===== config.mk =====
export PLATFORM = sky130hd
export DESIGN_NAME = hp_fifo_n_flat
export DESIGN_NICKNAME = d
export VERILOG_FILES = /design/src/rtl/hp_fifo_n_if.sv /design/src/rtl/hp_fifo_n.sv /design/src/flat_wrapper.sv
export SDC_FILE = /design/constraint.sdc
export NUM_CORES = 1
export LEC_CHECK = 0
export ABC_AREA = 1
export BUFFER_PORTS_ARGS = -buffer_cell sky130_fd_sc_hd__clkbuf_2
export CAP_MARGIN = 20
export CORE_UTILIZATION = 30
export DETAILED_ROUTE_END_ITERATION = 8
export SYNTH_ARGS = -nofsm -noshare
export SYNTH_HDL_FRONTEND = slang
export SYNTH_SLANG_ARGS = --single-unit

===== constraint.sdc =====
create_clock -name phi2 -period 3.45 [get_ports phi2]
set_input_delay 0.1725 -clock phi2 [delete_from_list [all_inputs] [get_ports phi2]]
set_output_delay 0.1725 -clock phi2 [all_outputs]
set_load 0.02 [all_outputs]

===== src/rtl/hp_fifo_n_if.sv =====
// Host/parasite data FIFO bus bundle: host write strobe, parasite read strobe,
// mode/flush controls and the FIFO status returned to both sides.
interface hp_fifo_n_if #(
  parameter int WIDTH = 8,
  parameter int DEPTH = 4
);
  localparam int LW = $clog2(DEPTH + 1);

  logic             h_selectData;
  logic             h_we_b;
  logic [WIDTH-1:0] h_data;
  logic             p_selectData;
  logic             p_rdnw;
  logic             one_byte_mode;
  logic             flush;
  logic [WIDTH-1:0] p_data;
  logic             p_data_available;
  logic             p_burst_available;
  logic             h_full;
  logic [LW-1:0]    level;
  logic             h_overflow;
  logic             p_underflow;

  modport master (
    output h_selectData, h_we_b, h_data, p_selectData, p_rdnw,
           one_byte_mode, flush,
    input  p_data, p_data_available, p_burst_available, h_full, level,
           h_overflow, p_underflow
  );

  modport slave (
    input  h_selectData, h_we_b, h_data, p_selectData, p_rdnw,
           one_byte_mode, flush,
    output p_data, p_data_available, p_burst_available, h_full, level,
           h_overflow, p_underflow
  );
endinterface


===== src/rtl/hp_fifo_n.sv =====
// Parametrised host-to-parasite Tube data FIFO with burst-mode flag hysteresis,
// one-byte latch mode, flush, fill level and sticky overflow/underflow flags.
module hp_fifo_n #(
  parameter int WIDTH = 8,
  parameter int DEPTH = 4,
  parameter int BURST = 2
) (
  input  logic        phi2,
  input  logic        rst,
  hp_fifo_n_if.slave  bus
);
  localparam int PW = $clog2(DEPTH);
  localparam int LW = $clog2(DEPTH + 1);
  localparam logic [LW-1:0] DEPTH_L  = LW'(DEPTH);
  localparam logic [LW-1:0] BURST_L  = LW'(BURST);
  localparam logic [PW-1:0] LAST_PTR = PW'(DEPTH - 1);

  logic [WIDTH-1:0] mem [DEPTH];
  logic [PW-1:0]    wr_ptr, rd_ptr, wr_prev;
  logic [LW-1:0]    count, count_next;
  logic             avail_q, full_q, overflow_q, underflow_q;
  logic             wr_req, rd_req, push, pop, overwrite;
  logic             not_empty, data_avail, full;

  always_comb begin
    wr_req     = bus.h_selectData & ~bus.h_we_b;
    rd_req     = bus.p_selectData & bus.p_rdnw;
    not_empty  = (count != '0);
    data_avail = bus.one_byte_mode ? not_empty : avail_q;
    full       = bus.one_byte_mode ? not_empty : full_q;
    push       = wr_req & ~full;
    // In one-byte mode a blocked write replaces the newest entry instead of overflowing.
    overwrite  = wr_req & bus.one_byte_mode & not_empty;
    pop        = rd_req & data_avail;
    wr_prev    = (wr_ptr == '0) ? LAST_PTR : wr_ptr - PW'(1);
    count_next = count;
    if (push && !pop)
      count_next = count + LW'(1);
    else if (pop && !push)
      count_next = count - LW'(1);
  end

  always_ff @(posedge phi2 or posedge rst) begin
    if (rst) begin
      mem         <= '{default: '0};
      wr_ptr      <= '0;
      rd_ptr      <= '0;
      count       <= '0;
      avail_q     <= 1'b0;
      full_q      <= 1'b0;
      overflow_q  <= 1'b0;
      underflow_q <= 1'b0;
    end else if (bus.flush) begin
      mem         <= '{default: '0};
      wr_ptr      <= '0;
      rd_ptr      <= '0;
      count       <= '0;
      avail_q     <= 1'b0;
      full_q      <= 1'b0;
      overflow_q  <= 1'b0;
      underflow_q <= 1'b0;
    end else begin
      if (push) begin
        mem[wr_ptr] <= bus.h_data;
        wr_ptr      <= (wr_ptr == LAST_PTR) ? '0 : wr_ptr + PW'(1);
      end else if (overwrite) begin
        mem[wr_prev] <= bus.h_data;
      end
      if (pop)
        rd_ptr <= (rd_ptr == LAST_PTR) ? '0 : rd_ptr + PW'(1);
      count <= count_next;
      // Burst flags hold until drained; tracked in both modes for seamless switching.
      if (count_next >= BURST_L)
        avail_q <= 1'b1;
      else if (count_next == '0)
        avail_q <= 1'b0;
      if (count_next == DEPTH_L)
        full_q <= 1'b1;
      else if (count_next == '0)
        full_q <= 1'b0;
      if (wr_req && !push && !overwrite)
        overflow_q <= 1'b1;
      if (rd_req && !data_avail)
        underflow_q <= 1'b1;
    end
  end

  assign bus.p_data            = mem[rd_ptr];
  assign bus.p_data_available  = data_avail;
  assign bus.h_full            = full;
  assign bus.p_burst_available = ~bus.one_byte_mode & (count >= BURST_L);
  assign bus.level             = count;
  assign bus.h_overflow        = overflow_q;
  assign bus.p_underflow       = underflow_q;
endmodule


===== src/flat_wrapper.sv =====
// flat-port wrapper written by rule: the top's interface ports become plain ports
module hp_fifo_n_flat 
#(
  parameter int WIDTH = 8,
  parameter int DEPTH = 4,
  parameter int BURST = 2
)
  (phi2, rst, bus_h_selectData, bus_h_we_b, bus_h_data, bus_p_selectData, bus_p_rdnw, bus_one_byte_mode, bus_flush, bus_p_data, bus_p_data_available, bus_p_burst_available, bus_h_full, bus_level, bus_h_overflow, bus_p_underflow);
  hp_fifo_n_if #(.WIDTH(WIDTH), .DEPTH(DEPTH)) bus_i ();
  input  logic phi2;
  input  logic rst;
  input wire logic [$bits(bus_i.h_selectData)-1:0] bus_h_selectData;
  input wire logic [$bits(bus_i.h_we_b)-1:0] bus_h_we_b;
  input wire logic [$bits(bus_i.h_data)-1:0] bus_h_data;
  input wire logic [$bits(bus_i.p_selectData)-1:0] bus_p_selectData;
  input wire logic [$bits(bus_i.p_rdnw)-1:0] bus_p_rdnw;
  input wire logic [$bits(bus_i.one_byte_mode)-1:0] bus_one_byte_mode;
  input wire logic [$bits(bus_i.flush)-1:0] bus_flush;
  output wire logic [$bits(bus_i.p_data)-1:0] bus_p_data;
  output wire logic [$bits(bus_i.p_data_available)-1:0] bus_p_data_available;
  output wire logic [$bits(bus_i.p_burst_available)-1:0] bus_p_burst_available;
  output wire logic [$bits(bus_i.h_full)-1:0] bus_h_full;
  output wire logic [$bits(bus_i.level)-1:0] bus_level;
  output wire logic [$bits(bus_i.h_overflow)-1:0] bus_h_overflow;
  output wire logic [$bits(bus_i.p_underflow)-1:0] bus_p_underflow;
  assign bus_i.h_selectData = bus_h_selectData;
  assign bus_i.h_we_b = bus_h_we_b;
  assign bus_i.h_data = bus_h_data;
  assign bus_i.p_selectData = bus_p_selectData;
  assign bus_i.p_rdnw = bus_p_rdnw;
  assign bus_i.one_byte_mode = bus_one_byte_mode;
  assign bus_i.flush = bus_flush;
  assign bus_p_data = bus_i.p_data;
  assign bus_p_data_available = bus_i.p_data_available;
  assign bus_p_burst_available = bus_i.p_burst_available;
  assign bus_h_full = bus_i.h_full;
  assign bus_level = bus_i.level;
  assign bus_h_overflow = bus_i.h_overflow;
  assign bus_p_underflow = bus_i.p_underflow;
  hp_fifo_n #(.WIDTH(WIDTH), .DEPTH(DEPTH), .BURST(BURST)) u_core (.phi2(phi2), .rst(rst), .bus(bus_i));
endmodule

-- Yosys cells after proc, flatten, opt, wreduce, memory -nomap -nowiden
Cells that the tools add are included.
- add/subtract/negate cells: 5
- multipliers: 0
- div/mod/pow operators: 0
- magnitude comparators: 7
- equal/unequal tests: 3
- shift-type cells: 0
- multiplexer cells: 33
- bitwise gates (word level): 13
- reduce and logical (&&, ||, !) cells: 21
- operators by type and width (cell ; count):
    $mux 32 ; 3
    $bwmux 32 ; 2
    $demux 8 s2 ; 2
    $mux 8 ; 4
    $bmux 8 s2 ; 1
    $mux 2 ; 7
    $reduce_bool 3->1 ; 4
    $mux 1 ; 11
    $ge 3x3->1 const B ; 3
    $mux 3 ; 3
    $not 2->3 ; 3
    $reduce_bool 2->1 ; 4
    $and 1x1->1 ; 7
    $logic_and 1x1->1 ; 7
    $ge 3x2->1 const B ; 2
    $lt 3x1->1 const B ; 2
    $add 2x1->2 const B ; 2
    $eq 2x2->1 const B ; 2
    $logic_not 1->1 ; 4
    $add 3x1->3 const B ; 1
    $eq 3x3->1 const B ; 1
    $logic_not 3->1 ; 1
    $not 1->1 ; 3
    $sub 3x1->3 const B ; 1
    2 further kinds ; 2
- bits in registers: 43
- bits in latches: 0
- RAM bits: 0
- memory bits (read-only): 0
- bits of input ports: 16
- output and inout bits: 16
- logic and storage cells: 93
- memories kept: 0

-- Longest topological paths before layout
- word-level depth: 12
- mapped depth: 13
- mapped depth without buffers: 12

-- Worst setup path after synthesis
OpenSTA, ideal clock, no wires.
- path kind: reg-to-reg
- start point: register u_core.count[0], in the netlist u_core.bus.level[0]
- end point: register u_core.mem[27] (netlist bit)
- library setup time: 0.117 ns
- arrival: 1.797 ns
- required time: 3.333 ns
- slack: 1.535 ns
- cell stages (with the launch flop): 14
- buffers on the path: 2
- clock period less this slack: 1.915 ns
- cells stage by stage: dfrtp_1 inv_1 ha_1 nand2_2 nand2_2 nand3_4 nand2_2 inv_1 buf_4 a21oi_1 nand2_1 buf_6 nand2_1 o21ai_2
- longest elaborated chain between the ends: 6
- elaborated cells on any way between the ends: 8
- those cells by class: mux (3); bitwise (3); reduce/logical (2)
- ends and longest elaborated chain (item ; line ; text):
    from (decl) ; hp_fifo_n.sv:20 ; logic [LW-1:0] count, count_next;
    from (signal assigned) ; hp_fifo_n.sv:71 ; count <= count_next;
    $reduce_bool 3->1 (*) ; hp_fifo_n.sv:28 ; not_empty = (count != '0);
    $mux 1 ; hp_fifo_n.sv:30 ; full = bus.one_byte_mode ? not_empty : full_q;
    $not 1->1 ; hp_fifo_n.sv:31 ; push = wr_req & ~full;
    $and 1x1->1 ; hp_fifo_n.sv:31 ;
    $mux 32 ; hp_fifo_n.sv:63 ; if (push) begin
    $mux 32 ; hp_fifo_n.sv:53 ; end else if (bus.flush) begin
    to (signal, indexed assignment) ; hp_fifo_n.sv:64 ; mem[wr_ptr] <= bus.h_data;
    to (signal, indexed assignment) ; hp_fifo_n.sv:67 ; mem[wr_prev] <= bus.h_data;
    to (decl) ; hp_fifo_n.sv:18 ; logic [WIDTH-1:0] mem [DEPTH];
Mark *: on every way between the ends. The rest lies on a longest branch, timed or not.
A chain may end at the register's enable or synchronous reset.

-- Worst setup path after layout
- start point: register u_core.count[0], in the netlist u_core.bus.level[0]
- end point: register u_core.mem[25] (netlist bit)
Same word-level chain as after synthesis.

==> metrics.md <==
| Metric | Value |
|---|---|
| Inserted Diodes | 0 |
| Top_reg_cell synth | dfrtp_1 |
| Starting Density | 31.3% |
| CTS buffer count | 5 |
| Core Footprint | 8810 sq um |
| Area leader, netlist | dfrtp_1 |
| Syn_nets | 418 |
| Failing checks | design-rule violations, negative hold slack |
| Tcrit/Tclk final | 79.0% |
| Max Clk Rate | 0.367 GHz |
| Final setup fails | 0 |
| Multi-input gate area | 1450 sq um |
| Clock insertion delay at the later pin of the skew report | 310 ps |
| Worst EP arrival | 2970 ps |
| CTS max path bufs | 2 |
| Max Cap Viol | 0 |
| Asr flop ratio synth | 100% |
| Skew final | 7.58 ps |
| Post-synth EDFFs | 0 |
| Hold Violations, Final | 43 |
| Port Buffers | 31 |
| Initial DRC count | 149 |
| Share of cells above drive strength 1 | 13.2% |
| Count of different cell masters after synthesis | 28 |
| Initial antenna violation count | 0 |
| Clk slew on worst S/H paths | 100 ps |
| Worst vdd rail ir drop | 249 uV |
| GR Util All Layers | 16.0% |
| RSZ-0062 raised after global routing | no |
| Setup CP Type | reg -> reg |
| Die width | 97.8 um |
| Area grow syn2layout | 11.4% |
| Post-synth top cells | nand2_1 (118), o21ai_0 (48), nor2_1 (46) |
| Status | finished with violations |
| Internal Power | 931 uW |
| Total iterations of the first detailed-routing run | 7 |
| Setup crit end kind | register |
| Residual DRC count | 4 |
| Type of origin of the critical path | register |
| Synth area leaders | dfrtp_1 (39%), nand2_1 (16%), o21ai_0 (8.7%) |
| Most frequent cell after synthesis | nand2_1 |
| # H-tree levels | 2 |
| Comb pwr share | 32.7% |
| Hold WS | -20.8 ps |
| RR Startpoint | u_core.bus.level[0]$_DFF_PP0_ |
| Root buffer cell | clkbuf_8 |
| Final nets | 440 |
| Avg WL per Cell | 13.8 um |
| Total negative slack | 0 ps |
| PwrDens | 493 nW/um^2 |
| Sequential power share | 39.8% |
| CTS tree | done |
| Yosys warnings | 0 |
| Sequential area share after synthesis | 39.1% |
| Number of clock sinks | 43 |
| Area share of the largest cell type after synthesis | 39.1% |
| Crit. Startpoint | u_core.bus.level[0]$_DFF_PP0_ |
| Yosys reg bits | 43 |
| Max-slew violation count | 0 |
| Total number of vias | 2610 |
| Switching power | 583 uW |
| Via density | 4.98 |
| Setup Buffers After CTS | 0 |
| Filler cells | 923 |
| Area of the mapped netlist | 2750 sq um |
| DP HPWL | 5210 um |
| Worst-margin pin slew | 692 ps |
| Switching portion of total power | 38.5% |
| Boundary Pins | 32 |
| Vias in the first global route | 2390 |
| GP Congestion | 0.861 |
| Critical Path RT | 3700 ps |
| Clock Power Share | 27.5% |
| Cells after Synth | 393 |
| Final wirelength | 7250 um |
| Worst-path fanout max | 20 |
| Min-delay worst type | in -> async |
| Die Ht | 97.8 um |
| First-pass GRT wire length | 12200 um |
| Die area | 9560 sq um |
| Largest net degree at the start of global routing | 44 |
| Final Critical Period | 2720 ps |
| Global route total overflow | 0 |
| Post-CTS Resized | 0 |
| Site Rows | 34 |
| Final ANT Viol Nets | 0 |
| Relative slew slack | 53.8% |
| Lkg Pwr | 1.53 nW |
| Hold Buf Count CTS | 0 |
| Average size of a mapped cell | 7.00 sq um |
| Sequential Area | 1080 sq um |
## cell usage in the layout, fill, tap and decap left out, drive strengths merged
master  count
ha          9
nor3        1
o21ai      54
a31oi       2
inv        34
dfrtp      43
nor2       47
nand3b      1
or2         1
nand3      28
buf         1
nand2     123
a22o        2
o22ai       9
xnor2       1
a21oi      21
clkinv      2
clkbuf     36
bufinv      1
## power groups by stage
stage | Sequential, mW | Clock [mW] | Combinational, mW
global placement | 0.609 | 0 | 0.490
floorplan | 0.606 | 0 | 0.370
global route | 0.609 | 0.449 | 0.562
finish | 0.602 | 0.416 | 0.495
CTS | 0.601 | 0.426 | 0.496
detailed placement | 0.611 | 0 | 0.494
## final timing paths
kind                       cells past startpoint  slack [ps]                            endpoint
min                                            3         -20           u_core.mem[3]$_DFFE_PP0P_
max                                           12         730          u_core.mem[25]$_DFFE_PP0P_
max in group asynchronous                      3        3090           u_core.mem[4]$_DFFE_PP0P_
max reg2reg                                   12         730          u_core.mem[25]$_DFFE_PP0P_
min reg2reg                                    2         490          u_core.mem[21]$_DFFE_PP0P_
min in group phi2                              3         160  u_core.bus.p_underflow$_DFFE_PP0P_
## final cells by class
| type | instances | area share [%] |
|---|---|---|
| Tap cell | 108 | 4.41 |
| Timing Repair Buffer | 32 | 5.30 |
| Sequential cell | 43 | 35.1 |
| Clock inverter | 3 | 1.55 |
| Multi-Input combinational cell | 299 | 47.2 |
| Inverter | 34 | 4.24 |
| Clock buffer | 5 | 2.24 |
## metal layers
layer	share of wire, %	track usage [%]
met2	44	24.7
met1	51	23.3
met4	0.97	3.73
met5	0	0
met3	4.6	2.86
## critical path, cell delays in order (launching register included)
cell and delay [ps]:
dfrtp_1 420, inv_1 140, ha_1 210, nand2_2 70
nand2_2 100, nand3_4 150, nand2_2 350, inv_1 380
a21oi_1 240, nand2_1 240, inv_1 220, nand2_1 80
nand2_1 60
## metrics by stage
stage	utilization, %	total power, mW	setup WS (ps)	area [sq um]	cells
after global placement	33.5	1.10	899	2950	516
final	34.8	1.51	725	3070	524
after floorplan	-	0.976	1540	2750	393
after CTS	34.8	1.52	751	3070	524
after detailed placement	33.5	1.10	780	2950	516
after global routing	34.8	1.62	505	3070	524
## sequential cells by signal (all words and copies together), names as in the netlist
signal                  cells
u_core.avail_q              1
u_core.bus.h_overflow       1
u_core.bus.level            3
u_core.bus.p_underflow      1
u_core.full_q               1
u_core.mem                 32
u_core.rd_ptr               2
u_core.wr_ptr               2
## cell families after synthesis
group,count (synthesis),synth area share (%)
flip-flops,43,39.1
AND/OR/NAND/NOR,201,30.5
XOR/XNOR,1,0.318
adder cells (fa/ha/maj),9,4.09
buffers and inverters,51,8.36
AO/OA/AOI/OAI,88,17.7
Power figures use the tool's default switching activity.
